`config.mk`:
```
export PLATFORM = sky130hd
export DESIGN_NAME = axi_ad9234_capture_ctrl
export DESIGN_NICKNAME = d
export VERILOG_FILES = /design/src/rtl/ad_capture_pkg.sv /design/src/rtl/ad_capture_trig.sv /design/src/rtl/axi_ad9234_capture_ctrl.sv
export SDC_FILE = /design/constraint.sdc
export NUM_CORES = 1
export LEC_CHECK = 0
export CAP_MARGIN = 20
export CORE_UTILIZATION = 25
export DETAILED_ROUTE_END_ITERATION = 16
export PLACE_DENSITY_LB_ADDON = 0.15
export SYNTH_ARGS = -nofsm -noshare
export SYNTH_HDL_FRONTEND = slang
export SYNTH_SLANG_ARGS = --single-unit
```
`constraint.sdc`:
```
create_clock -name adc_clk -period 17.7 [get_ports adc_clk]
set_input_delay 1.77 -clock adc_clk [delete_from_list [all_inputs] [get_ports adc_clk]]
set_output_delay 1.77 -clock adc_clk [all_outputs]
set_load 0.03 [all_outputs]
```
`src/rtl/ad_capture_pkg.sv`:
```
// Shared definitions for the AD9234 capture sequencer: state encodings,
// trigger-mode codes and default counter widths.
package ad_capture_pkg;

    localparam int unsigned AD_COUNT_WIDTH   = 16;
    localparam int unsigned AD_HOLDOFF_WIDTH = 16;

    typedef enum logic [2:0] {
        ST_IDLE    = 3'd0,
        ST_ARMED   = 3'd1,
        ST_HOLDOFF = 3'd2,
        ST_CAPTURE = 3'd3,
        ST_DONE    = 3'd4
    } cap_state_e;

    localparam logic [1:0] TRIG_IMM   = 2'd0;
    localparam logic [1:0] TRIG_EDGE  = 2'd1;
    localparam logic [1:0] TRIG_LEVEL = 2'd2;
    localparam logic [1:0] TRIG_RSVD  = 2'd3;

    function automatic logic is_busy(input cap_state_e s);
        return (s == ST_ARMED) || (s == ST_HOLDOFF) || (s == ST_CAPTURE);
    endfunction

endpackage

```
`src/rtl/ad_capture_trig.sv`:
```
// Trigger qualification: selects immediate, rising-edge or level trigger and
// keeps the trig_in history used for edge detection.
module ad_capture_trig
    import ad_capture_pkg::*;
(
    input  logic       i_clk,
    input  logic       i_rst,
    input  logic [1:0] i_trig_mode,
    input  logic       i_trig_in,
    output logic       o_trig_hit
);

    logic r_trig_prev;
    logic w_trig_hit;

    // History resets high so a trigger held high through reset is not an edge.
    always_ff @(posedge i_clk or posedge i_rst) begin
        if (i_rst) begin
            r_trig_prev <= 1'b1;
        end else begin
            r_trig_prev <= i_trig_in;
        end
    end

    // Mode mux; the reserved code falls back to immediate.
    always_comb begin
        w_trig_hit = 1'b1;
        case (i_trig_mode)
            TRIG_IMM:   w_trig_hit = 1'b1;
            TRIG_EDGE:  w_trig_hit = i_trig_in & ~r_trig_prev;
            TRIG_LEVEL: w_trig_hit = i_trig_in;
            TRIG_RSVD:  w_trig_hit = 1'b1;
            default:    w_trig_hit = 1'b1;
        endcase
    end

    assign o_trig_hit = w_trig_hit;

endmodule

```
`src/rtl/axi_ad9234_capture_ctrl.sv`:
```
// Capture sequencer: arm, trigger, holdoff, then gate cfg_length beats of both
// AD9234 channels onto the DMA write strobes.
module axi_ad9234_capture_ctrl
    import ad_capture_pkg::*;
#(
    parameter int unsigned COUNT_WIDTH   = AD_COUNT_WIDTH,
    parameter int unsigned HOLDOFF_WIDTH = AD_HOLDOFF_WIDTH
) (
    input  logic                     adc_clk,
    input  logic                     adc_rst,
    input  logic                     cfg_arm,
    input  logic                     cfg_abort,
    input  logic [COUNT_WIDTH-1:0]   cfg_length,
    input  logic [HOLDOFF_WIDTH-1:0] cfg_holdoff,
    input  logic [1:0]               cfg_trig_mode,
    input  logic                     trig_in,
    input  logic                     adc_enable_0,
    input  logic                     adc_enable_1,
    input  logic [63:0]              adc_data_a,
    input  logic [63:0]              adc_data_b,
    input  logic                     adc_dovf,
    output logic                     adc_valid_0,
    output logic                     adc_valid_1,
    output logic [63:0]              adc_data_0,
    output logic [63:0]              adc_data_1,
    output logic [2:0]               sts_state,
    output logic                     sts_busy,
    output logic                     sts_done,
    output logic                     sts_ovf,
    output logic [COUNT_WIDTH-1:0]   sts_count
);

    localparam logic [COUNT_WIDTH-1:0]   LP_CNT_ZERO  = {COUNT_WIDTH{1'b0}};
    localparam logic [COUNT_WIDTH-1:0]   LP_CNT_ONE   = {{(COUNT_WIDTH-1){1'b0}}, 1'b1};
    localparam logic [HOLDOFF_WIDTH-1:0] LP_HOLD_ZERO = {HOLDOFF_WIDTH{1'b0}};
    localparam logic [HOLDOFF_WIDTH-1:0] LP_HOLD_ONE  = {{(HOLDOFF_WIDTH-1){1'b0}}, 1'b1};

    cap_state_e               r_state;
    cap_state_e               w_state_nxt;
    logic [COUNT_WIDTH-1:0]   r_len;
    logic [HOLDOFF_WIDTH-1:0] r_hold_len;
    logic [HOLDOFF_WIDTH-1:0] r_hold_cnt;
    logic [COUNT_WIDTH-1:0]   r_beat_cnt;
    logic [COUNT_WIDTH-1:0]   r_count;
    logic                     r_done;
    logic                     r_ovf;
    logic                     r_busy;
    logic                     r_valid_0;
    logic                     r_valid_1;
    logic [63:0]              r_data_0;
    logic [63:0]              r_data_1;
    logic                     w_trig_hit;
    logic                     w_arm_ok;
    logic                     w_beat;
    logic                     w_enter_capture;
    logic                     w_enter_holdoff;

    ad_capture_trig u_trig (
        .i_clk       (adc_clk),
        .i_rst       (adc_rst),
        .i_trig_mode (cfg_trig_mode),
        .i_trig_in   (trig_in),
        .o_trig_hit  (w_trig_hit)
    );

    // Next-state logic; abort overrides everything, including a same-cycle arm.
    always_comb begin
        w_arm_ok = cfg_arm && !cfg_abort && (cfg_length != LP_CNT_ZERO) &&
                   ((r_state == ST_IDLE) || (r_state == ST_DONE));
        w_beat      = (r_state == ST_CAPTURE) && !cfg_abort;
        w_state_nxt = r_state;
        if (cfg_abort) begin
            w_state_nxt = ST_IDLE;
        end else begin
            case (r_state)
                ST_IDLE: begin
                    if (w_arm_ok) w_state_nxt = ST_ARMED;
                    else          w_state_nxt = ST_IDLE;
                end
                ST_ARMED: begin
                    if (!w_trig_hit)                  w_state_nxt = ST_ARMED;
                    else if (r_hold_len == LP_HOLD_ZERO) w_state_nxt = ST_CAPTURE;
                    else                              w_state_nxt = ST_HOLDOFF;
                end
                ST_HOLDOFF: begin
                    if (r_hold_cnt == LP_HOLD_ONE) w_state_nxt = ST_CAPTURE;
                    else                           w_state_nxt = ST_HOLDOFF;
                end
                ST_CAPTURE: begin
                    if (r_beat_cnt == LP_CNT_ONE) w_state_nxt = ST_DONE;
                    else                          w_state_nxt = ST_CAPTURE;
                end
                ST_DONE: begin
                    if (w_arm_ok) w_state_nxt = ST_ARMED;
                    else          w_state_nxt = ST_DONE;
                end
                default: w_state_nxt = ST_IDLE;
            endcase
        end
        w_enter_capture = (w_state_nxt == ST_CAPTURE) && (r_state != ST_CAPTURE);
        w_enter_holdoff = (w_state_nxt == ST_HOLDOFF) && (r_state == ST_ARMED);
    end

    // State, counters, sticky status and the registered DMA outputs.
    always_ff @(posedge adc_clk or posedge adc_rst) begin
        if (adc_rst) begin
            r_state    <= ST_IDLE;
            r_len      <= LP_CNT_ZERO;
            r_hold_len <= LP_HOLD_ZERO;
            r_hold_cnt <= LP_HOLD_ZERO;
            r_beat_cnt <= LP_CNT_ZERO;
            r_count    <= LP_CNT_ZERO;
            r_done     <= 1'b0;
            r_ovf      <= 1'b0;
            r_busy     <= 1'b0;
            r_valid_0  <= 1'b0;
            r_valid_1  <= 1'b0;
            r_data_0   <= 64'd0;
            r_data_1   <= 64'd0;
        end else begin
            r_state <= w_state_nxt;
            r_busy  <= is_busy(w_state_nxt);

            if (w_arm_ok) begin
                r_len      <= cfg_length;
                r_hold_len <= cfg_holdoff;
            end

            if (w_enter_holdoff)              r_hold_cnt <= r_hold_len;
            else if (r_state == ST_HOLDOFF)   r_hold_cnt <= r_hold_cnt - LP_HOLD_ONE;

            if (w_enter_capture)  r_beat_cnt <= r_len;
            else if (w_beat)      r_beat_cnt <= r_beat_cnt - LP_CNT_ONE;

            if (w_arm_ok)     r_count <= LP_CNT_ZERO;
            else if (w_beat)  r_count <= r_count + LP_CNT_ONE;

            if (w_arm_ok)                                r_done <= 1'b0;
            else if (w_beat && (r_beat_cnt == LP_CNT_ONE)) r_done <= 1'b1;

            if (w_arm_ok)                               r_ovf <= 1'b0;
            else if (adc_dovf && (r_valid_0 || r_valid_1)) r_ovf <= 1'b1;

            r_valid_0 <= w_beat && adc_enable_0;
            r_valid_1 <= w_beat && adc_enable_1;
            r_data_0  <= adc_data_a;
            r_data_1  <= adc_data_b;
        end
    end

    assign adc_valid_0 = r_valid_0;
    assign adc_valid_1 = r_valid_1;
    assign adc_data_0  = r_data_0;
    assign adc_data_1  = r_data_1;
    assign sts_state   = r_state;
    assign sts_busy    = r_busy;
    assign sts_done    = r_done;
    assign sts_ovf     = r_ovf;
    assign sts_count   = r_count;

endmodule

```
==> results.cfg, run 1 <==
[power]
p_int_uw = 986.9
p_comb_share_pct = 16.1
power_frac_seq_pct = 44.3
clkPwrFrac_pct = 39.6
ir_drop_mv = 0.07983
cellLeakagePower_nw = 5.169
p_sw_uw = 370.9
power_density_nw_per_um2 = 112.0
power.share.switching_pct = 27.32
p_total_mw = 1.358

[global_routing]
use_met3_pct = 7.251
grt_max_degree = 140
gr-usage-met1_pct = 15.82
antenna_found_initial = 0
grt-busiest-layer = met2
first_global_vias = 6085
grt_first_pass_wirelength_um = 34430
use_met2_pct = 24.47
grt-ovfl-total = 0
track_usage_pct = 14.50

[layout]
final_util_pct = 40.81
finalNonFillerCells = 1351
final_common_cell = clkdlybuf4s50_1
drive_gt1_share_pct = 7.596
nNetsFinal = 1118
syn_to_final_growth_pct = 60.49
antennaDiodeCount = 0
final_cell_mix = clkdlybuf4s50_1 (321), dfrtp_1 (216), nand2_1 (131)

[placed_design]
place_hpwl_um = 15870
gp_congestion = 0.7269
placed_cells = 1301
port_buffers = 321

[timing]
final_period_minus_worst_setup_slack_ns = 3.974
fmax_ghz = 0.2516
layout_worst_path_cycle_share_pct = 22.45
slew_headroom_pct = 33.18
rsz0062_at_grt = no
finalMaxSlewViolations = 0
max_slew.worst_pin.slew_ns = 1.002
finalClockSkew_ns = 0.007727
setup_viol = 0
hold_viol = 0
fin_tns_setup_ns = 0

[routing]
wl_per_cell_um = 16.64
drt_iter0_markers = 277
wirelength_um = 22480
drtAntennaViolNets = 0
firstDrtPassIters = 5
drc = 0
vias = 5708
routed_via_density = 4.225

[floorplanning]
die_width_um = 175.9
initial_core_util_pct = 25.43
dieArea_um2 = 30920
die_y_um = 175.9
core_area_um2 = 29720
io_pins = 322
num_rows = 63

[worst_setup_path]
critPathBufInv = 1
critPathMaxStageDelay_ns = 0.69
cp_top_family = simple AND/OR/NAND/NOR gates
crit_fanout = 16
critPathRequiredTime_ns = 18.11
end_kind = register
path_class = in2reg
arrival_ns = 4.38
startpoint_type = primary input
path_cells = clkdlybuf4s50_1 > nor4_1 > nand4_1 > nand3_1 > nand4_4 > and2_4 > a221o_1
cp_slowest_cell = nor4_1

[logic_synthesis]
syn-cell-area_um2 = 7556
ys.flop_type = dfrtp_1
synth_area_leaders = dfrtp_1 (72%), nand2_1 (6.5%), nor2_1 (1.8%)
yosysUniqueCellTypes = 50
avgSynthCellArea_um2 = 12.45
synth_edf_count = 0
synth_seq_area_share_pct = 71.88
yosys.area.top_type = dfrtp_1
yosys_register_bits = 217
synth_top_area_share_pct = 71.54
syn-num-nets = 784
synth_cells = 607
yosysWarnings = 0
synthArstFlopShare_pct = 100.0

[hold_path]
hold_path_class = reg2reg

[cts]
cts_buffer_depth = 3
cts.repair.resized = 0
cts-root-buf = clkbuf_16
cts_buffers = 26
cts_sinks = 217
insertion_delay_ns = 0.52
cts_setup_buffers = 0
path_clk_slew_ns = 0.06
htree_levels = 1
cts_tree = yes
hold_buffers = 0

[run]
max_cap_violations = 0

[outcome]
status = finished, final reports clean
## power groups by stage
stage	Combinational, mW	Sequential [mW]	Clock (mW)
2_1_floorplan	0.0945	0.630	0
3_3_place_gp	0.218	0.610	0
3_5_place_dp	0.220	0.610	0
4_1_cts	0.221	0.602	0.558
5_1_grt	0.242	0.612	0.580
6_report	0.218	0.602	0.537
## metrics by stage
step / hold slack [ns] / instance area (um2) / setup WS, ns
floorplan: 0.4453 / 7556 / 9.996
global placement: 0.4813 / 11190 / 13.20
detailed placement: 0.4830 / 11190 / 13.16
CTS: 0.4976 / 12070 / 13.71
global route: 0.5191 / 12130 / 13.58
finish: 0.4895 / 12130 / 13.73
## Yosys cell counts (all sizes together) (10+ instances only)
| library cell | instances |
|---|---|
| a21oi | 15 |
| a31oi | 12 |
| clkbuf | 13 |
| dfrtp | 216 |
| inv | 11 |
| nand2 | 131 |
| nand3 | 14 |
| nor2 | 37 |
| nor3 | 12 |
| nor4 | 12 |
| o21ai | 32 |
| or3 | 12 |
| xor2 | 10 |
## flip-flops by register name, summed over array words and instances (netlist names), 3 cells and up
signal,flops
adc_data_0,64
adc_data_1,64
r_beat_cnt,16
r_hold_cnt,16
r_hold_len,16
r_len,16
sts_count,16
sts_state,3
## cell type report
class                      count  area, um2
clock buffer                  39      800.8
clock inverter                 9      81.33
fill                        2845      17590
inverter                      11      48.80
multi-input combinational    359       1986
sequential                   217       5431
tap                          390      488.0
timing repair buffer         326       3291
## kinds of logic (layout without fill, tap and decap cells)
| kind of cell | after synthesis | in the layout | share of synthesized area (%) |
|---|---|---|---|
| adders and majority gates | 7 | 7 | 1.159 |
| and+or+nand+nor | 252 | 252 | 15.80 |
| AOI/OAI and AO/OA | 85 | 85 | 7.402 |
| muxes | 1 | 1 | 0.1987 |
| DFF | 217 | 217 | 71.88 |
| xor gates and xnor gates | 14 | 14 | 1.623 |
| buffers and inverters | 31 | 385 | 1.937 |
## metal layers
layer  wire length [um]  vias up  share of wire, %
met2              10880      224                48
met4                527        0               2.3
met5                  0        -                 0
met1               8374     2707                37
li1                   -     2740                 -
met3               2696       37                12
## worst min-delay path, cell delays in order (launching register included)
cell,delay (ns)
dfrtp_1,0.35
nand2_1,0.05
nand2_1,0.05
## path summary, 6_finish.rpt
kind | from | endpoint | slack [ns] | cells after the start
max in group asynchronous | adc_rst | adc_data_1[41] | 14.69 | 5
setup / recovery | cfg_length[3] | r_beat_cnt[1] | 13.73 | 7
setup reg to reg | r_beat_cnt[10] | r_hold_cnt[13] | 14.75 | 6
hold reg to reg | r_len[10] | r_len[10] | 0.49 | 2
min in group asynchronous | adc_rst | adc_data_1[5] | 1.57 | 2
hold / removal | r_len[10] | r_len[10] | 0.49 | 2
Power figures use the tool's default switching activity.
==> run 2: changes to the inputs <==
==> constraint.sdc (replaced) <==
create_clock -name adc_clk -period 4 [get_ports adc_clk]
set_input_delay 0.4 -clock adc_clk [delete_from_list [all_inputs] [get_ports adc_clk]]
set_output_delay 0.4 -clock adc_clk [all_outputs]
set_load 0.03 [all_outputs]
==> run 2 against run 1 <==
Total power increased to 4.6 times the previous value. Setup slack got worse by 13 ns. Via count about the same. Utilization grew 0.20 points. Largest power group unchanged. Highest routed layer unchanged.
==> results.cfg, run 2 (synthesized netlist as in run 1, its figures left out) <==
[routing]
firstDrtPassIters = 6
wirelength_um = 21260
wl_per_cell_um = 15.79
drc = 0
routed_via_density = 4.238
vias = 5709
drt_iter0_markers = 158
drtAntennaViolNets = 0

[timing]
slew_headroom_pct = 32.94
finalClockSkew_ns = 0.02631
layout_worst_path_cycle_share_pct = 71.08
max_slew.worst_pin.slew_ns = 1.006
hold_ws_ns = 0.1757
fin_tns_setup_ns = 0
setup_viol = 0
rsz0062_at_grt = no
finalMaxSlewViolations = 0
final_period_minus_worst_setup_slack_ns = 2.843
fmax_ghz = 0.3517
hold_viol = 0

[floorplanning]
num_rows = 63
die_y_um = 175.9
dieArea_um2 = 30920
initial_core_util_pct = 25.43
core_area_um2 = 29720
die_width_um = 175.9
io_pins = 322

[layout]
final_common_cell = clkdlybuf4s50_1
syn_to_final_growth_pct = 61.29
nNetsFinal = 1118
final_cell_mix = clkdlybuf4s50_1 (321), dfrtp_1 (216), nand2_1 (131)
finalNonFillerCells = 1347
final_cell_area_um2 = 12190
drive_gt1_share_pct = 7.210
antennaDiodeCount = 0

[worst_setup_path]
rrSetupSlack_ns = 1.16
critPathMaxStageDelay_ns = 0.57
r2r_end = r_beat_cnt[4]
critPathBufInv = 0
path_class = reg2reg
timing.rr.start = r_hold_cnt[8]
r2r_cells = 6
crit_fanout = 16
path_cells = or4_4 > or3_1 > or3_4 > nand4_4 > and2_4 > mux2_4
arrival_ns = 3.24
critPathRequiredTime_ns = 4.40
cp_top_family = simple AND/OR/NAND/NOR gates
end_kind = register
cp_slowest_cell = or4_4
startpoint_type = register

[placed_design]
gp_congestion = 0.7742
placed_cells = 1303
placed_area_um2 = 11230
port_buffers = 321
place_hpwl_um = 15350

[cts]
cts_setup_buffers = 0
cts_sinks = 217
cts_buffers = 26
path_clk_slew_ns = 0.06
cts-root-buf = clkbuf_16
cts.repair.resized = 0
cts_buffer_depth = 3
cts_tree = yes
hold_buffers = 0
insertion_delay_ns = 0.54
htree_levels = 1

[run]
max_cap_violations = 0

[global_routing]
grt_first_pass_wirelength_um = 33570
grt-ovfl-total = 0
first_global_vias = 5955
antenna_found_initial = 0
grt_max_degree = 104
track_usage_pct = 13.90

[hold_path]
hold_path_class = in2async

[power]
ir_drop_mv = 0.3031
cellLeakagePower_nw = 5.190
p_total_mw = 6.248
power_density_nw_per_um2 = 512.7

[outcome]
status = finished, final reports clean
## run 2: metal layers
layer | GRT usage, % | wire length (um) | vias to the layer above
li1 | - | - | 2737
met5 | 0 | 0 | -
met4 | 3.514 | 403 | 0
met2 | 23.04 | 10310 | 217
met3 | 7.056 | 2521 | 25
met1 | 15.76 | 8032 | 2730
## run 2: through the flow
stage / util, % / setup slack (ns)
2_1_floorplan: - / 0.7747
3_3_place_gp: 37.78 / 0.8655
3_5_place_dp: 37.78 / 0.8403
4_1_cts: 41.01 / 1.142
5_1_grt: 41.01 / 0.9852
6_report: 41.01 / 1.157
## run 2: report_power, final
group	internal, mW	switching (mW)
registers	2.46	0.200
logic	0.457	0.500
clock network	1.71	0.917
## run 2: worst max path at each step
stage	from	end	slack [ns]	cells past startpoint
after floorplan	adc_rst	adc_data_0[0]	0.77	1
after detailed placement	cfg_trig_mode[1]	r_beat_cnt[1]	0.84	9
after global placement	cfg_trig_mode[0]	r_beat_cnt[1]	0.87	9
final	r_hold_cnt[8]	r_beat_cnt[4]	1.16	6
after global routing	r_beat_cnt[10]	r_hold_cnt[13]	0.99	6
after CTS	r_hold_cnt[8]	r_beat_cnt[4]	1.14	6
## run 2: cell type report
| type | instances | area [um2] |
|---|---|---|
| fill | 2831 | 17530 |
| sequential | 217 | 5431 |
| timing repair buffer | 326 | 3276 |
| multi-input combinational | 359 | 1986 |
| clock buffer | 34 | 720.7 |
| tap | 390 | 488.0 |
| clock inverter | 10 | 240.2 |
| inverter | 11 | 45.04 |
==> run 3: changes to the inputs <==
==> constraint.sdc (replaced) <==
create_clock -name adc_clk -period 2.4 [get_ports adc_clk]
set_input_delay 0.24 -clock adc_clk [delete_from_list [all_inputs] [get_ports adc_clk]]
set_output_delay 0.24 -clock adc_clk [all_outputs]
set_load 0.03 [all_outputs]
==> run 3 against run 2 <==
Sequential power increased by 65%. Clock-buffer cell count increased by 6. Via count increased by 3.5%. Critical path depth unchanged. Final area increased by 2.7%. Clock skew decreased by 0.012 ns. Worst hold slack got worse by 0.032 ns. Global-route usage increased by 0.13 points. Clock power increased by 47%. Non-clock buffer count increased by 50. Critical endpoint unchanged.
==> results.cfg, run 3 (synthesized netlist as in run 1, its figures left out) <==
[outcome]
status = finished, final reports clean

[layout]
nNetsFinal = 1168
antennaDiodeCount = 0
syn_to_final_growth_pct = 65.62
final_common_cell = clkdlybuf4s50_1
n_fill_cell = 2791
drive_gt1_share_pct = 12.19
final_cell_mix = clkdlybuf4s50_1 (321), dfrtp_1 (216), nand2_1 (131)
final_cell_area_um2 = 12510

[routing]
drt_iter0_markers = 276
vias = 5907
drc = 0
firstDrtPassIters = 4
drtAntennaViolNets = 0
wirelength_um = 21630
wl_per_cell_um = 15.46
routed_via_density = 4.222

[timing]
rsz0062_at_grt = yes
setup_viol = 0
max_slew.worst_pin.slew_ns = 0.4591
finalMaxSlewViolations = 0
layout_worst_path_cycle_share_pct = 98.98
fin_tns_setup_ns = 0
fmax_ghz = 0.4210
slew_headroom_pct = 69.39
finalClockSkew_ns = 0.01404
hold_viol = 0
final_period_minus_worst_setup_slack_ns = 2.376

[global_routing]
first_global_vias = 6309
grt_max_degree = 86
grt-busiest-layer = met2
antenna_found_initial = 0
grt_first_pass_wirelength_um = 33900
gr-usage-met1_pct = 16.49
track_usage_pct = 14.03
grt-ovfl-total = 0
use_met3_pct = 5.563
use_met2_pct = 23.58

[cts]
cts-root-buf = clkbuf_16
cts_tree = yes
cts_buffers = 26
cts_buffer_depth = 3
path_clk_slew_ns = 0.06
cts_sinks = 217
hold_buffers = 0
htree_levels = 1
insertion_delay_ns = 0.53

[worst_setup_path]
critPathBufInv = 0
path_class = reg2reg
rrSetupSlack_ns = 0.02
cp_top_family = simple AND/OR/NAND/NOR gates
critPathMaxStageDelay_ns = 0.54
path_cells = or4_4 > or3_4 > or3_4 > nand4_4 > and2_4 > mux2_4
critPathMostFrequentCell = or3_4
critPathRequiredTime_ns = 2.80
cp_slowest_cell = or4_4
arrival_ns = 2.78
startpoint_type = register
crit_fanout = 5
end_kind = register

[floorplanning]
initial_core_util_pct = 25.43
dieArea_um2 = 30920
num_rows = 63
io_pins = 322
core_area_um2 = 29720
die_width_um = 175.9
die_y_um = 175.9

[placed_design]
gp_congestion = 0.7447
place_hpwl_um = 15880
port_buffers = 321
placed_area_um2 = 11620

[hold_path]
hold_path_class = in2reg

[power]
ir_drop_mv = 0.5520
p_total_mw = 10.13
cellLeakagePower_nw = 5.409
power_density_nw_per_um2 = 809.7

[run]
max_cap_violations = 0
-- run 3: changes by cell type in the layout (fill, tap and decap cells not counted), moves of 2 or more --
| cell | before | now |
|---|---|---|
| buf_12 | 2 | 4 |
| buf_4 | 3 | 50 |
| bufinv_16 | 7 | 2 |
| clkbuf_1 | 4 | 8 |
| clkbuf_8 | 4 | 6 |
| clkinv_2 | 1 | 3 |
| or4_1 | 2 | 0 |
| or4_4 | 2 | 4 |
-- run 3: cell type report --
class	count	area (um2)	share of cell area, %
clock buffers	40	763.2	6.099
clock inverters	6	91.34	0.7299
inverters	11	45.04	0.3599
multi-input cells	359	2016	16.11
flip-flops and latches	217	5431	43.40
well taps	390	488.0	3.899
repair buffers	376	3680	29.40
-- run 3: stage by stage --
step | worst slack, ns | hold slack, ns | std cells | utilization, %
4_1_cts | -0.005303 | 0.1094 | 1398 | 42.01
6_report | 0.02443 | 0.1439 | 1399 | 42.11
5_1_grt | -0.02092 | 0.1099 | 1399 | 42.11
3_5_place_dp | -0.2450 | 0.4795 | 1352 | 39.10
2_1_floorplan | -0.6653 | 0.2445 | 607 | -
3_3_place_gp | -0.1908 | 0.4756 | 1352 | 39.10
-- run 3: layer usage --
layer,wire [um],vias to the layer above
met4,532,0
met1,8456,2823
li1,-,2842
met5,0,-
met3,2036,27
met2,10600,215
-- run 3: final timing paths --
check | startpoint | to | cells past startpoint
max in group asynchronous | adc_rst | adc_data_1[51] | 3
worst max register to register | r_hold_cnt[9] | r_beat_cnt[4] | 6
worst min-delay path | adc_data_a[52] | adc_data_0[52] | 1
worst max-delay path | r_hold_cnt[9] | r_beat_cnt[4] | 6
min in group asynchronous | adc_rst | adc_data_1[58] | 3
worst min register to register | r_len[3] | r_len[3] | 2
-- run 3: where the power goes --
part / switching, mW / internal (mW) / total [mW]
sequential: 0.292 / 4.10 / 4.40
combinational: 0.921 / 0.947 / 1.87
clock: 1.48 / 2.39 / 3.87
-- run 3: timing repair --
item                       4_1_cts  5_1_grt
gates resized for setup          2        5
setup endpoints to repair        3        8
setup buffers                    0        1
